<file path="src/rtl/sdram_pkg.sv">
// Shared SDRAM definitions: command encodings, init FSM state encoding and mode-register helper.
// Defining SDRAM_INIT_EMRS_EN adds the EMRS/TEMRS states used for mobile SDRAM.
package sdram_pkg;

    // {CS_n, RAS_n, CAS_n, WE_n}
    localparam logic [3:0] P_CHARGE  = 4'b0010;
    localparam logic [3:0] AUTO_REF  = 4'b0001;
    localparam logic [3:0] NOP       = 4'b0111;
    localparam logic [3:0] M_REG_SET = 4'b0000;

    typedef enum logic [3:0] {
        ST_IDLE  = 4'd0,
        ST_PRE   = 4'd1,
        ST_TRP   = 4'd2,
        ST_AR    = 4'd3,
        ST_TRF   = 4'd4,
        ST_MRS   = 4'd5,
        ST_TMRD  = 4'd6,
`ifdef SDRAM_INIT_EMRS_EN
        ST_EMRS  = 4'd7,
        ST_TEMRS = 4'd8,
`endif
        ST_END   = 4'd9
    } init_state_e;

    // Mode register word: A9 write mode, A6:A4 CAS latency, A3 burst type, A2:A0 burst length.
    function automatic logic [31:0] mode_reg_word(
        input logic [2:0] cas_lat,
        input logic [2:0] burst_len,
        input logic       burst_type,
        input logic       write_mode,
        input int         addr_w
    );
        logic [31:0] w;
        w       = '0;
        w[9]    = write_mode;
        w[6:4]  = cas_lat;
        w[3]    = burst_type;
        w[2:0]  = burst_len;
        for (int i = 0; i < 32; i++) begin
            if (i >= addr_w) begin
                w[i] = 1'b0;
            end
        end
        return w;
    endfunction

endpackage

</file>
<file path="src/rtl/sdram_wait_timer.sv">
// Loadable down-counter shared by all tRP/tRC/tMRD waits of the init sequencer.
// done_o is high in the last cycle of a wait that was loaded with N (N cycles total).
module sdram_wait_timer #(
    parameter int W = 4
) (
    input  logic         clk_i,
    input  logic         rst_ni,
    input  logic         load_i,
    input  logic [W-1:0] load_val_i,
    output logic         done_o
);

    logic [W-1:0] cnt_q, cnt_d;

    // NOTE: every variable written here gets a default first, so no latch is inferred.
    always_comb begin
        cnt_d = cnt_q;
        if (load_i) begin
            cnt_d = load_val_i;
        end else if (cnt_q != '0) begin
            cnt_d = cnt_q - 1'b1;
        end
    end

    // NOTE: state flops use non-blocking assignments and clear on the asynchronous reset.
    always_ff @(posedge clk_i or negedge rst_ni) begin
        if (!rst_ni) begin
            cnt_q <= '0;
        end else begin
            cnt_q <= cnt_d;
        end
    end

    assign done_o = (cnt_q == W'(1));

endmodule

</file>
<file path="src/rtl/sdram_init_seq.sv">
// SDRAM power-up initialisation sequencer: power wait, PRECHARGE ALL, AREF_NUM AUTO REFRESH, MRS,
// with soft re-init from END. Define SDRAM_INIT_EMRS_EN to append an EMRS (BA1 = 1) after MRS.
module sdram_init_seq
    import sdram_pkg::*;
#(
    parameter int                ADDR_W     = 13,
    parameter int                BA_W       = 2,
    parameter int                T_POWER    = 20000,
    parameter int                TRP_CLK    = 2,
    parameter int                TRC_CLK    = 7,
    parameter int                TMRD_CLK   = 3,
    parameter int                AREF_NUM   = 8,
    parameter int                CAS_LAT    = 3,
    parameter logic [2:0]        BURST_LEN  = 3'b111,
    parameter logic              BURST_TYPE = 1'b0,
    parameter logic              WRITE_MODE = 1'b0,
    parameter logic [ADDR_W-1:0] EMRS_VAL   = '0
) (
    input  logic              sys_clk,
    input  logic              sys_rst_n,
    input  logic              init_req,
    output logic [3:0]        init_cmd,
    output logic [BA_W-1:0]   init_ba,
    output logic [ADDR_W-1:0] init_addr,
    output logic              init_end,
    output logic              init_busy
);

    localparam int PWR_W = $clog2(T_POWER + 1);
    localparam int T_MAX = (TRP_CLK > TRC_CLK) ?
                           ((TRP_CLK > TMRD_CLK) ? TRP_CLK : TMRD_CLK) :
                           ((TRC_CLK > TMRD_CLK) ? TRC_CLK : TMRD_CLK);
    localparam int TMR_W = $clog2(T_MAX + 1);
    localparam logic [ADDR_W-1:0] MR_WORD =
        ADDR_W'(mode_reg_word(3'(CAS_LAT), BURST_LEN, BURST_TYPE, WRITE_MODE, ADDR_W));

    init_state_e       state_q, state_d;
    logic [PWR_W-1:0]  pwr_q, pwr_d;
    logic [7:0]        aref_q, aref_d;

    logic              tmr_load;
    logic [TMR_W-1:0]  tmr_val;
    logic              tmr_done;

    logic [3:0]        cmd_q, cmd_d;
    logic [BA_W-1:0]   ba_q, ba_d;
    logic [ADDR_W-1:0] addr_q, addr_d;
    logic              end_q, end_d;
    logic              busy_q, busy_d;

`ifndef SDRAM_INIT_EMRS_EN
    // EMRS_VAL only matters when the extended mode register set is built in.
    logic unused_emrs;
    assign unused_emrs = ^EMRS_VAL;
`endif

    sdram_wait_timer #(
        .W (TMR_W)
    ) u_wait_timer (
        .clk_i      (sys_clk),
        .rst_ni     (sys_rst_n),
        .load_i     (tmr_load),
        .load_val_i (tmr_val),
        .done_o     (tmr_done)
    );

    // Each command state loads the shared timer so the following wait state lasts exactly T cycles.
    always_comb begin
        state_d  = state_q;
        pwr_d    = '0;
        aref_d   = aref_q;
        tmr_load = 1'b0;
        tmr_val  = '0;
        case (state_q)
            ST_IDLE: begin
                aref_d = '0;
                pwr_d  = (pwr_q == PWR_W'(T_POWER)) ? pwr_q : pwr_q + 1'b1;
                if (pwr_q == PWR_W'(T_POWER - 1)) begin
                    state_d = ST_PRE;
                end
            end
            ST_PRE: begin
                tmr_load = 1'b1;
                tmr_val  = TMR_W'(TRP_CLK);
                state_d  = ST_TRP;
            end
            ST_TRP: begin
                if (tmr_done) begin
                    state_d = ST_AR;
                end
            end
            ST_AR: begin
                aref_d   = aref_q + 8'd1;
                tmr_load = 1'b1;
                tmr_val  = TMR_W'(TRC_CLK);
                state_d  = ST_TRF;
            end
            ST_TRF: begin
                if (tmr_done) begin
                    state_d = (aref_q < 8'(AREF_NUM)) ? ST_AR : ST_MRS;
                end
            end
            ST_MRS: begin
                tmr_load = 1'b1;
                tmr_val  = TMR_W'(TMRD_CLK);
                state_d  = ST_TMRD;
            end
            ST_TMRD: begin
                if (tmr_done) begin
`ifdef SDRAM_INIT_EMRS_EN
                    state_d = ST_EMRS;
`else
                    state_d = ST_END;
`endif
                end
            end
`ifdef SDRAM_INIT_EMRS_EN
            ST_EMRS: begin
                tmr_load = 1'b1;
                tmr_val  = TMR_W'(TMRD_CLK);
                state_d  = ST_TEMRS;
            end
            ST_TEMRS: begin
                if (tmr_done) begin
                    state_d = ST_END;
                end
            end
`endif
            ST_END: begin
                if (init_req) begin
                    aref_d  = '0;
                    state_d = ST_PRE;
                end
            end
            default: begin
                state_d = ST_IDLE;
            end
        endcase
    end

    // Outputs decode the current state and are registered, so they trail the state by one cycle.
    always_comb begin
        cmd_d  = NOP;
        ba_d   = '1;
        addr_d = '1;
        case (state_q)
            ST_PRE: cmd_d = P_CHARGE;
            ST_AR:  cmd_d = AUTO_REF;
            ST_MRS: begin
                cmd_d  = M_REG_SET;
                ba_d   = '0;
                addr_d = MR_WORD;
            end
`ifdef SDRAM_INIT_EMRS_EN
            ST_EMRS: begin
                cmd_d          = M_REG_SET;
                ba_d           = '0;
                ba_d[BA_W-1]   = 1'b1;
                addr_d         = EMRS_VAL;
            end
`endif
            default: ;
        endcase
        end_d  = (state_q == ST_END);
        busy_d = (state_q != ST_IDLE) && (state_q != ST_END);
    end

    always_ff @(posedge sys_clk or negedge sys_rst_n) begin
        if (!sys_rst_n) begin
            state_q <= ST_IDLE;
            pwr_q   <= '0;
            aref_q  <= '0;
            cmd_q   <= NOP;
            ba_q    <= '1;
            addr_q  <= '1;
            end_q   <= 1'b0;
            busy_q  <= 1'b0;
        end else begin
            state_q <= state_d;
            pwr_q   <= pwr_d;
            aref_q  <= aref_d;
            cmd_q   <= cmd_d;
            ba_q    <= ba_d;
            addr_q  <= addr_d;
            end_q   <= end_d;
            busy_q  <= busy_d;
        end
    end

    assign init_cmd  = cmd_q;
    assign init_ba   = ba_q;
    assign init_addr = addr_q;
    assign init_end  = end_q;
    assign init_busy = busy_q;

endmodule

</file>
<file path="config.mk">
export PLATFORM = sky130hd
export DESIGN_NAME = sdram_init_seq
export DESIGN_NICKNAME = d
export VERILOG_FILES = /design/src/rtl/sdram_pkg.sv /design/src/rtl/sdram_wait_timer.sv /design/src/rtl/sdram_init_seq.sv
export SDC_FILE = /design/constraint.sdc
export NUM_CORES = 1
export LEC_CHECK = 0
export BUFFER_PORTS_ARGS = -buffer_cell sky130_fd_sc_hd__buf_2
export CORE_MARGIN = 1
export CORE_UTILIZATION = 57
export DETAILED_ROUTE_END_ITERATION = 10
export GPL_ROUTABILITY_DRIVEN = 1
export PLACE_DENSITY = 0.76
export SLEW_MARGIN = 20
export SYNTH_ARGS = -nofsm -noshare
export SYNTH_HDL_FRONTEND = slang
export SYNTH_SLANG_ARGS = --single-unit
</file>
<file path="constraint.sdc">
create_clock -name sys_clk -period 2.15 [get_ports sys_clk]
set_input_delay 0.43 -clock sys_clk [delete_from_list [all_inputs] [get_ports sys_clk]]
set_output_delay 0.43 -clock sys_clk [all_outputs]
set_load 0.01 [all_outputs]
</file>
==> metrics, run 1 <==
core region area roughly 0.0034 mm²; Final Critical Period roughly 1900 ps; die height around 61 µm; number of cells produced by synthesis 210; net count of the finished layout 225; element type at the critical path end flip-flop; I/O pin count 24; Worst EP arrival between 2000 and 2500 ps; setup slack, reg-to-reg 270 ps; register clock-pin slew on the reported worst setup and hold paths about 100 ps; final cell count without fillers 263; post-synth top area cell sky130_fd_sc_hd__dfrtp_1; Starting Density 0.597; proportion of power drawn by flip-flops and latches 0.628; DRC violations left 0; worst r2r src state_q[3]; quantity of hold-fixing buffers added after cts 0; type of the worst min-delay path input port to asynchronous set/reset pin; number of rows created at floorplan 21; drt via density around 6.1; Slew HR 0.476; initial antenna violation count 0; cell count of the worst reg-to-reg path 3; total wire length roughly 3.8 mm; final number of max-transition violations 0; count of cells resized by post-cts repair 0; number of filler instances in the final layout ~300; switching power share of the total 0.221; vias after detailed routing around 1600; combined global-route utilization of all metal layers 0.234; Final Hold Viols 0; clock network latency to the later pin of the worst-skew pair 340 ps; maximum number of pins on one net before global-route repair 37; Synth Cell Area 0.00201 mm²; count of antenna diodes in the layout 0; DR WL/cell around 14 µm; #FFs+latches synth 36; layout overhead on the synthesized area 3.55%; Synth async-reset ratio 1.00; Clock Tree Root sky130_fd_sc_hd__clkbuf_4; number of failing setup endpoints in the final timing report 0; VDD IR-drop max about 320 µV; Internal Power ~0.00084 W; CP Data Required Time 2420 ps; number of global-route vias before repair 1469; actual transition at the worst max-transition pin about 800 ps; cell count after placement about 260; Port Buffer Count 17; fraction of post-synthesis cell area in the top cell type by area 0.399; cell types occupying the most area after synthesis sky130_fd_sc_hd__dfrtp_1, sky130_fd_sc_hd__buf_4, sky130_fd_sc_hd__dfstp_2; remaining antenna violation count after routing 0; maximum count of clock buffers along a single path 2; DRT Pass-1 Iters 4; unrepaired setup endpoints after global routing no; floorplan die width around 61 µm; number of enable-type register cells in the synthesized netlist 0; count of maximum capacitance violations 0; Critical R2R Capture aref_q[6]; layout cell share with drive strength beyond 1 0.157; power per standard cell area approximately 520 mW/mm²; global-route wire length before repair roughly 6.3 mm; overflow left after global routing 0; initial detailed-routing violation count 81; sequential cell area fraction in the yosys report 0.451; fraction of power consumed by the clock network 0.354; number of CTS-inserted buffers 5; combinational group share of total power 0.018; TritonCTS clock tree built; critical path class flip-flop to flip-flop; sink count of the clock tree 36; Synth Area per Inst approximately 9.6 µm²; fmax 533 MHz; switching power total about 0.00024 W; H-tree depth reported by CTS 2; leakage power summed over all cells 0.856 nW; final HPWL from detailed placement 2.61 mm; final worst path period share 0.872; Setup TNS 0 ps; post-CTS repair timing setup buffer count 0; most used flip-flop cell after synthesis sky130_fd_sc_hd__dfrtp_1; overall die area 0.00377 mm²; maximum fanout count along the critical path 14; status finished clean; distinct cell type count of the synthesized netlist 44; number of warnings issued by yosys 0; Critical Path Source Type flip-flop; final weighted congestion in routability-driven placement slightly below 0.9; Clock Skews 7.07 ps
-- layer usage --
metal  routed length, µm  track usage
met4                  58        0.108
met5                   0            0
met2                1860        0.365
met3                 190       0.0714
met1                1660        0.299
-- power by group through the flow --
stage | clock (W) | combinational (W) | sequential, W
after floorplan | 0 | 0.0000126 | 0.000690
after global placement | 0 | 0.0000195 | 0.000690
after detailed placement | 0 | 0.0000199 | 0.000690
after CTS | 0.000393 | 0.0000199 | 0.000677
after global routing | 0.000423 | 0.0000230 | 0.000677
final | 0.000381 | 0.0000191 | 0.000677
-- metrics by stage --
| stage | hold WS (ps) | setup slack (ps) | power, W | cell area [µm²] | util |
|---|---|---|---|---|---|
| 3_5_place_dp | 530 | 307 | 0.000710 | 2020 | 0.601 |
| 6_report | 154 | 274 | 0.00108 | 2080 | 0.619 |
| 5_1_grt | 218 | 129 | 0.00112 | 2080 | 0.619 |
| 2_1_floorplan | 134 | 424 | 0.000703 | 2020 | - |
| 4_1_cts | 176 | 282 | 0.00109 | 2080 | 0.619 |
| 3_3_place_gp | 491 | 380 | 0.000710 | 2020 | 0.601 |
-- cell type report --
class                   instances  area (µm²)  share of cell area
clock buffers                   8        58.8              0.0283
inverters                      10        37.5              0.0180
multi-input cells             145         928               0.446
flip-flops and latches         36         906               0.435
well taps                      46        57.6              0.0277
repair buffers                 18        92.6              0.0445
-- how the worst max path moves through the flow --
stage | from | endpoint | slack, ps | depth (start not counted)
after floorplan | state_q[2] | state_q[0] | 420 | 5
after global placement | state_q[3] | aref_q[6] | 380 | 3
after detailed placement | state_q[3] | aref_q[6] | 310 | 3
after CTS | state_q[3] | aref_q[6] | 280 | 3
after global routing | state_q[3] | aref_q[6] | 130 | 3
final | state_q[3] | aref_q[6] | 270 | 3
-- Yosys cell counts (2+ instances only) --
cell,n
sky130_fd_sc_hd__nand2b_1,5
sky130_fd_sc_hd__nand2_1,18
sky130_fd_sc_hd__nor2_1,8
sky130_fd_sc_hd__nand4_1,4
sky130_fd_sc_hd__nor4_1,8
sky130_fd_sc_hd__or3_1,7
sky130_fd_sc_hd__nor4bb_1,2
sky130_fd_sc_hd__buf_4,15
sky130_fd_sc_hd__dfstp_2,4
sky130_fd_sc_hd__mux2i_1,6
sky130_fd_sc_hd__a21oi_1,12
sky130_fd_sc_hd__or2_2,2
sky130_fd_sc_hd__conb_1,2
sky130_fd_sc_hd__nor3b_1,3
sky130_fd_sc_hd__a31oi_1,4
sky130_fd_sc_hd__nand3b_1,3
sky130_fd_sc_hd__o21ai_0,11
sky130_fd_sc_hd__inv_1,10
sky130_fd_sc_hd__buf_6,2
sky130_fd_sc_hd__and4bb_2,2
sky130_fd_sc_hd__or4_1,6
sky130_fd_sc_hd__nor3_1,2
sky130_fd_sc_hd__o31ai_1,4
sky130_fd_sc_hd__clkbuf_1,5
sky130_fd_sc_hd__xnor2_1,2
sky130_fd_sc_hd__ha_1,6
sky130_fd_sc_hd__nor2b_1,2
sky130_fd_sc_hd__nand3_1,8
sky130_fd_sc_hd__dfrtp_1,32
-- cells in the final DEF, fill, tap and decap left out, types with 7 or more instances in the layout --
cell type,Yosys,layout
sky130_fd_sc_hd__nand2_1,18,18
sky130_fd_sc_hd__nor2_1,8,8
sky130_fd_sc_hd__or3_1,7,7
sky130_fd_sc_hd__nand3_1,8,8
sky130_fd_sc_hd__inv_1,10,10
sky130_fd_sc_hd__nor4_1,8,7
sky130_fd_sc_hd__o21ai_0,11,11
sky130_fd_sc_hd__dfrtp_1,32,32
sky130_fd_sc_hd__buf_2,1,17
sky130_fd_sc_hd__a21oi_1,12,12
-- worst max-delay path, stage by stage (launching register included) --
cell and delay, ps:
sky130_fd_sc_hd__dfrtp_1 500, sky130_fd_sc_hd__nand4bb_1 540, sky130_fd_sc_hd__or4_1 620, sky130_fd_sc_hd__a21oi_1 150
-- cell families (layout without fill, tap and decap cells) --
family / count (synthesis) / count (layout) / share of synthesized area
AND/OR/NAND/NOR: 85 / 85 / 0.251
AO/OA/AOI/OAI: 39 / 39 / 0.116
flip-flops: 36 / 36 / 0.451
buffers and inverters: 33 / 36 / 0.0978
adder cells (fa/ha/maj): 6 / 6 / 0.0374
multiplexers: 6 / 6 / 0.0299
XOR/XNOR: 3 / 3 / 0.0131
other: 2 / 6 / 0.00374
-- state kept, by name, indices dropped and copies added (netlist names) --
name,cells
aref_q,8
init_cmd,3
state_q,4
pwr_q,15
u_wait_timer.cnt_q,3
init_busy,1
init_end,1
init_ba,1
No activity file was read; power rests on OpenSTA's default activity.
==> run 2: changes to the inputs <==
--- a/config.mk
+++ b/config.mk
@@ -7,10 +7,10 @@
 export LEC_CHECK = 0
 export BUFFER_PORTS_ARGS = -buffer_cell sky130_fd_sc_hd__buf_2
 export CORE_MARGIN = 1
-export CORE_UTILIZATION = 57
+export CORE_UTILIZATION = 52
 export DETAILED_ROUTE_END_ITERATION = 10
 export GPL_ROUTABILITY_DRIVEN = 1
-export PLACE_DENSITY = 0.76
+export PLACE_DENSITY = 0.73
 export SLEW_MARGIN = 20
 export SYNTH_ARGS = -nofsm -noshare
 export SYNTH_HDL_FRONTEND = slang
==> constraint.sdc (replaced) <==
create_clock -name sys_clk -period 1.7 [get_ports sys_clk]
set_input_delay 0.34 -clock sys_clk [delete_from_list [all_inputs] [get_ports sys_clk]]
set_output_delay 0.34 -clock sys_clk [all_outputs]
set_load 0.01 [all_outputs]
==> metrics, run 2 (synthesis gave the netlist of run 1 again) <==
worst slack at placement 71.1 ps (was 307 ps); Port Buffer Count 17 (unchanged); Final Critical Period 1650 ps (was 1880 ps); initial antenna violation count 0 (unchanged); remaining antenna violation count after routing 0 (unchanged); max FFs per register 15 (unchanged); Clock Skews 4.83 ps (was 7.07 ps); number of CTS-inserted buffers 5 (unchanged); power after layout 0.00163 W (was 0.00108 W); total wire length 3.89 mm (was 3.77 mm); CP Data Required Time 1920 ps (was 2420 ps); Worst EP arrival 1860 ps (was 2150 ps); DRC violations left 0 (unchanged); layout overhead on the synthesized area 14.4% (was 3.55%); final number of max-transition violations 0 (unchanged); Largest regs pwr_q (15), aref_q (8), state_q (4) (unchanged); element type at the critical path end flip-flop (unchanged); post-CTS repair timing setup buffer count 0 (unchanged); maximum fanout count along the critical path 2 (was 14); clock network latency to the later pin of the worst-skew pair 290 ps (was 340 ps); drt via density 5.58 (was 6.06); fmax 608 MHz (was 533 MHz); leakage power summed over all cells 0.978 nW (was 0.856 nW); final weighted congestion in routability-driven placement 0.827 (was 0.879); critical-path cell list or4_4, or4_1, o21ai_1 (was nand4bb_1, or4_1, a21oi_1); unrepaired setup endpoints after global routing no (unchanged); sink count of the clock tree 36 (unchanged); maximum number of pins on one net before global-route repair 21 (was 37); count of maximum capacitance violations 0 (unchanged); net count of the finished layout 244 (was 225); TritonCTS clock tree built (unchanged); critical path class flip-flop to flip-flop (unchanged); DR WL/cell 13.7 µm (was 14.3 µm); floorplan die width 64.2 µm (was 61.4 µm); final HPWL from detailed placement 2.73 mm (was 2.61 mm); global-route wire length before repair 6.75 mm (was 6.35 mm); type of the worst min-delay path input port to flip-flop (was input port to asynchronous set/reset pin); DRT Pass-1 Iters 4 (unchanged); Largest stage delay, worst path 530 ps (was 620 ps); count of antenna diodes in the layout 0 (unchanged); register clock-pin slew on the reported worst setup and hold paths 70 ps (was 100 ps); number of rows created at floorplan 22 (was 21); layout cell share with drive strength beyond 1 0.233 (was 0.157); H-tree depth reported by CTS 2 (unchanged); largest reg by FF count pwr_q (unchanged); die height 64.2 µm (was 61.4 µm); number of global-route vias before repair 1496 (was 1469); vias after detailed routing 1584 (was 1593); most common cell after layout, fill and taps aside sky130_fd_sc_hd__dfrtp_1 (unchanged); I/O pin count 24 (unchanged); Final Hold Viols 0 (unchanged); Starting Density 0.545 (was 0.597); status finished clean (unchanged); number of failing setup endpoints in the final timing report 0 (unchanged); maximum count of clock buffers along a single path 2 (unchanged); combined global-route utilization of all metal layers 0.216 (was 0.234); overflow left after global routing 0 (unchanged); final worst slack 54.0 ps (was 274 ps); initial detailed-routing violation count 128 (was 81); core region area 0.00369 mm² (was 0.00336 mm²); most frequent cells in the layout sky130_fd_sc_hd__dfrtp_1, sky130_fd_sc_hd__nand2_1, sky130_fd_sc_hd__buf_4, sky130_fd_sc_hd__buf_2, sky130_fd_sc_hd__a21oi_1 (was sky130_fd_sc_hd__dfrtp_1, sky130_fd_sc_hd__nand2_1, sky130_fd_sc_hd__buf_2, sky130_fd_sc_hd__a21oi_1, sky130_fd_sc_hd__o21ai_0); overall die area 0.00412 mm² (was 0.00377 mm²); Clock Tree Root sky130_fd_sc_hd__clkbuf_8 (was sky130_fd_sc_hd__clkbuf_4); VDD IR-drop max 577 µV (was 324 µV); Critical Path Source Type flip-flop (unchanged); power per standard cell area 708 mW/mm² (was 518 mW/mm²); worst-path cell with the longest stage delay sky130_fd_sc_hd__or4_4 (was sky130_fd_sc_hd__or4_1); final worst path period share 0.968 (was 0.872)
[run 2: changes by cell type in the layout (fill, tap and decap cells not counted)]
| cell | previous run | this run |
|---|---|---|
| sky130_fd_sc_hd__buf_4 | 1 | 18 |
| sky130_fd_sc_hd__clkbuf_4 | 5 | 0 |
| sky130_fd_sc_hd__clkbuf_8 | 1 | 5 |
| sky130_fd_sc_hd__nand3_1 | 8 | 6 |
| sky130_fd_sc_hd__nand3_2 | 0 | 2 |
| sky130_fd_sc_hd__buf_12 | 0 | 1 |
| sky130_fd_sc_hd__bufinv_16 | 0 | 1 |
| sky130_fd_sc_hd__clkbuf_1 | 2 | 1 |
| sky130_fd_sc_hd__clkinv_2 | 0 | 1 |
| sky130_fd_sc_hd__dlygate4sd3_1 | 0 | 1 |
[run 2: final timing paths]
path / start / to / slack, ps / cells past startpoint
worst max-delay path: state_q[1] / state_q[0] / 50 / 3
max in group asynchronous: sys_rst_n / init_cmd[1] / 640 / 3
worst max register to register: state_q[1] / state_q[0] / 50 / 3
worst min register to register: u_wait_timer.cnt_q[1] / u_wait_timer.cnt_q[1] / 510 / 2
min in group asynchronous: sys_rst_n / pwr_q[11] / 530 / 2
worst min-delay path: init_req / state_q[3] / 270 / 2
[run 2: repair_timing]
action / 4_1_cts / 5_1_grt
resized for setup: 0 / 2
hold buffers: 1 / 0
endpoints found under the hold margin: 5 / 0
endpoints found under the setup margin: 0 / 3
[run 2: through the flow]
step / area, µm² / TNS [ps] / hold WS (ps) / util / cells
floorplan: 2020 / -9.35 / 44.4 / - / 214
global placement: 2170 / 0 / 298 / 0.589 / 275
detailed placement: 2170 / 0 / 305 / 0.589 / 275
CTS: 2290 / 0 / 257 / 0.621 / 284
global route: 2300 / 0 / 287 / 0.623 / 284
finish: 2300 / 0 / 266 / 0.623 / 284
[run 2: worst max-delay path, delay by kind of cell, from the launching register on]
| family | cells | cell delay [ps] |
|---|---|---|
| compound gates | 1 | 150 |
| flops | 1 | 380 |
| simple gates | 2 | 1040 |
[run 2: layer usage]
layer  global-route usage  wire, µm  up-vias
li1                     -         -      787
met1                0.269      1790      757
met2                0.352      1870       30
met3               0.0482       121       10
met4                0.108       104        0
met5                    0         0        -
[run 2: layout make-up]
type / instances / area, µm²
sequential: 36 / 906
multi-input combinational: 145 / 938
tap: 48 / 60.1
clock inverter: 2 / 35.0
clock buffer: 6 / 72.6
inverter: 10 / 37.5
timing repair buffer: 37 / 250
fill: 331 / 1390
[run 2: power breakdown]
group          internal (W)  total (W)  switching (W)
logic            0.00000769  0.0000320      0.0000243
clock network      0.000435   0.000740       0.000305
registers          0.000857   0.000857              0
==> run 3: changes to the inputs <==
--- a/config.mk
+++ b/config.mk
@@ -10,7 +10,8 @@
 export CORE_UTILIZATION = 52
 export DETAILED_ROUTE_END_ITERATION = 10
 export GPL_ROUTABILITY_DRIVEN = 1
-export PLACE_DENSITY = 0.73
+export MAX_ROUTING_LAYER = met4
+export PLACE_DENSITY_LB_ADDON = 0.1
 export SLEW_MARGIN = 20
 export SYNTH_ARGS = -nofsm -noshare
 export SYNTH_HDL_FRONTEND = slang
==> metrics, run 3 (synthesis gave the netlist of run 1 again) <==
status finished clean (unchanged); Final Hold Viols 0 (unchanged); final number of max-transition violations 0 (unchanged); final weighted congestion in routability-driven placement 0.880 (was 0.827); number of filler instances in the final layout 306 (was 331); leakage power summed over all cells 0.958 nW (was 0.978 nW); element type at the critical path end flip-flop (unchanged); largest reg by FF count pwr_q (unchanged); Port Buffer Count 17 (unchanged); worst-path cell with the longest stage delay sky130_fd_sc_hd__or4_4 (unchanged); Starting Density 0.545 (unchanged); critical path class flip-flop to flip-flop (unchanged); clock network latency to the later pin of the worst-skew pair 290 ps (about the same); maximum number of pins on one net before global-route repair 20 (was 21); final standard cell area without fillers 0.00230 mm² (about the same); overflow left after global routing 0 (unchanged); combined global-route utilization of all metal layers 0.240 (was 0.216); vias after detailed routing 1657 (was 1584); number of CTS-inserted buffers 5 (unchanged); DR WL/cell 14.9 µm (was 13.7 µm); Internal Power 0.00119 W (was 0.00130 W); remaining antenna violation count after routing 0 (unchanged); final worst path period share 0.972 (was 0.968); Clock Skews 3.71 ps (was 4.83 ps); Clock Tree Root sky130_fd_sc_hd__clkbuf_8 (unchanged); area taken by multi-input logic gates 968 µm² (was 938 µm²); net count of the finished layout 243 (was 244); overall die area 0.00412 mm² (unchanged); Largest stage delay, worst path 520 ps (was 530 ps); Largest regs pwr_q (15), aref_q (8), state_q (4) (unchanged); combinational group share of total power 0.021 (was 0.020); total wire length 4.22 mm (was 3.89 mm); proportion of power drawn by flip-flops and latches 0.564 (was 0.526); type of the worst min-delay path input port to flip-flop (unchanged); register clock-pin slew on the reported worst setup and hold paths 70 ps (about the same); max FFs per register 15 (unchanged); final hold slack 266 ps (about the same); number of rows created at floorplan 22 (unchanged); Final Critical Period 1650 ps (about the same); fmax 605 MHz (was 608 MHz); TritonCTS clock tree built (unchanged); layout cell share with drive strength beyond 1 0.238 (was 0.233); final HPWL from detailed placement 2.87 mm (was 2.73 mm); critical-path cell list or4_4, or3_1, a221oi_1 (was or4_4, or4_1, o21ai_1); drt via density 5.86 (was 5.58); switching power share of the total 0.213 (was 0.202); layout overhead on the synthesized area 14.7% (was 14.4%); worst slack at placement 52.8 ps (was 71.1 ps); die height 64.2 µm (unchanged); setup slack, reg-to-reg 50 ps (about the same); VDD IR-drop max 399 µV (was 577 µV); Critical Path Source Type flip-flop (unchanged); most frequent cells in the layout sky130_fd_sc_hd__dfrtp_1, sky130_fd_sc_hd__nand2_1, sky130_fd_sc_hd__buf_2, sky130_fd_sc_hd__buf_4, sky130_fd_sc_hd__a21oi_1 (was sky130_fd_sc_hd__dfrtp_1, sky130_fd_sc_hd__nand2_1, sky130_fd_sc_hd__buf_4, sky130_fd_sc_hd__buf_2, sky130_fd_sc_hd__a21oi_1); power per standard cell area 659 mW/mm² (was 708 mW/mm²); maximum count of clock buffers along a single path 2 (unchanged); DRT Pass-1 Iters 4 (unchanged); Setup TNS 0 ps (unchanged); I/O pin count 24 (unchanged); H-tree depth reported by CTS 2 (unchanged); Worst EP arrival 1840 ps (was 1860 ps); count of maximum capacitance violations 0 (unchanged); initial detailed-routing violation count 119 (was 128); floorplan die width 64.2 µm (unchanged); sink count of the clock tree 36 (unchanged); number of global-route vias before repair 1645 (was 1496); CP Data Required Time 1890 ps (was 1920 ps); final worst slack 47.7 ps (was 54.0 ps); Post-Place Cell Area 0.00215 mm² (was 0.00217 mm²); core region area 0.00369 mm² (unchanged); most common cell after layout, fill and taps aside sky130_fd_sc_hd__dfrtp_1 (unchanged); count of antenna diodes in the layout 0 (unchanged); fraction of power consumed by the clock network 0.414 (was 0.454); global-route wire length before repair 7.38 mm (was 6.75 mm); initial antenna violation count 0 (unchanged); DRC violations left 0 (unchanged); number of failing setup endpoints in the final timing report 0 (unchanged); sequential cell area in the final layout 906 µm² (unchanged); unrepaired setup endpoints after global routing no (unchanged); maximum fanout count along the critical path 5 (was 2); switching power total 0.000323 W (was 0.000329 W)
-- run 3: cell types whose count changed in the layout (fill, tap and decap cells not counted), sizes merged --
cell | previous run | this run
clkbuf | 6 | 8
buf | 36 | 35
bufinv | 1 | 0
clkinv | 1 | 0
-- run 3: what timing repair did --
item                       4_1_cts  5_1_grt
hold endpoints to repair        13        0
gates resized for setup          0        6
setup endpoints to repair        0       10
hold buffers                     1        0
buffers inserted                 0        2
-- run 3: routing by layer --
layer | up-vias | GRT usage | wire length, µm | part of all wire
li1 | 789 | - | - | -
met1 | 815 | 0.295 | 1940 | 0.46
met2 | 43 | 0.382 | 2060 | 0.49
met3 | 10 | 0.0554 | 139 | 0.033
met4 | 0 | 0.0972 | 82 | 0.019
met5 | - | - | 0 | 0
-- run 3: layout make-up --
| class | instances | share of cell area |
|---|---|---|
| multi-input combinational | 145 | 0.420 |
| sequential | 36 | 0.393 |
| timing repair buffer | 36 | 0.105 |
| clock buffer | 8 | 0.0391 |
| tap | 48 | 0.0261 |
| inverter | 10 | 0.0163 |
-- run 3: worst max-delay path, delay by kind of cell (launching register included) --
| family | cells | cell delay (ps) |
|---|---|---|
| AOI/OAI and AO/OA | 1 | 250 |
| DFF | 1 | 410 |
| and+or+nand+nor | 2 | 890 |
-- run 3: per-stage QoR --
step	power, W	utilization	std cells
2_1_floorplan	0.000889	-	214
3_3_place_gp	0.000903	0.583	272
3_5_place_dp	0.000904	0.583	272
4_1_cts	0.00153	0.610	281
5_1_grt	0.00157	0.625	283
6_report	0.00152	0.625	283
-- run 3: final timing paths --
kind	depth (start not counted)	from	end
min	2	init_req	state_q[3]
max	3	aref_q[4]	state_q[1]
max in group asynchronous	3	sys_rst_n	pwr_q[0]
max reg2reg	3	aref_q[4]	state_q[1]
min in group asynchronous	2	sys_rst_n	pwr_q[7]
min reg2reg	2	u_wait_timer.cnt_q[1]	u_wait_timer.cnt_q[1]
-- run 3: power groups by stage --
| stage | clock network, W | registers [W] | logic, W |
|---|---|---|---|
| after floorplan | 0 | 0.000873 | 0.0000160 |
| after global placement | 0 | 0.000873 | 0.0000307 |
| after detailed placement | 0 | 0.000873 | 0.0000317 |
| after CTS | 0.000639 | 0.000857 | 0.0000336 |
| after global routing | 0.000676 | 0.000856 | 0.0000374 |
| final | 0.000629 | 0.000857 | 0.0000324 |
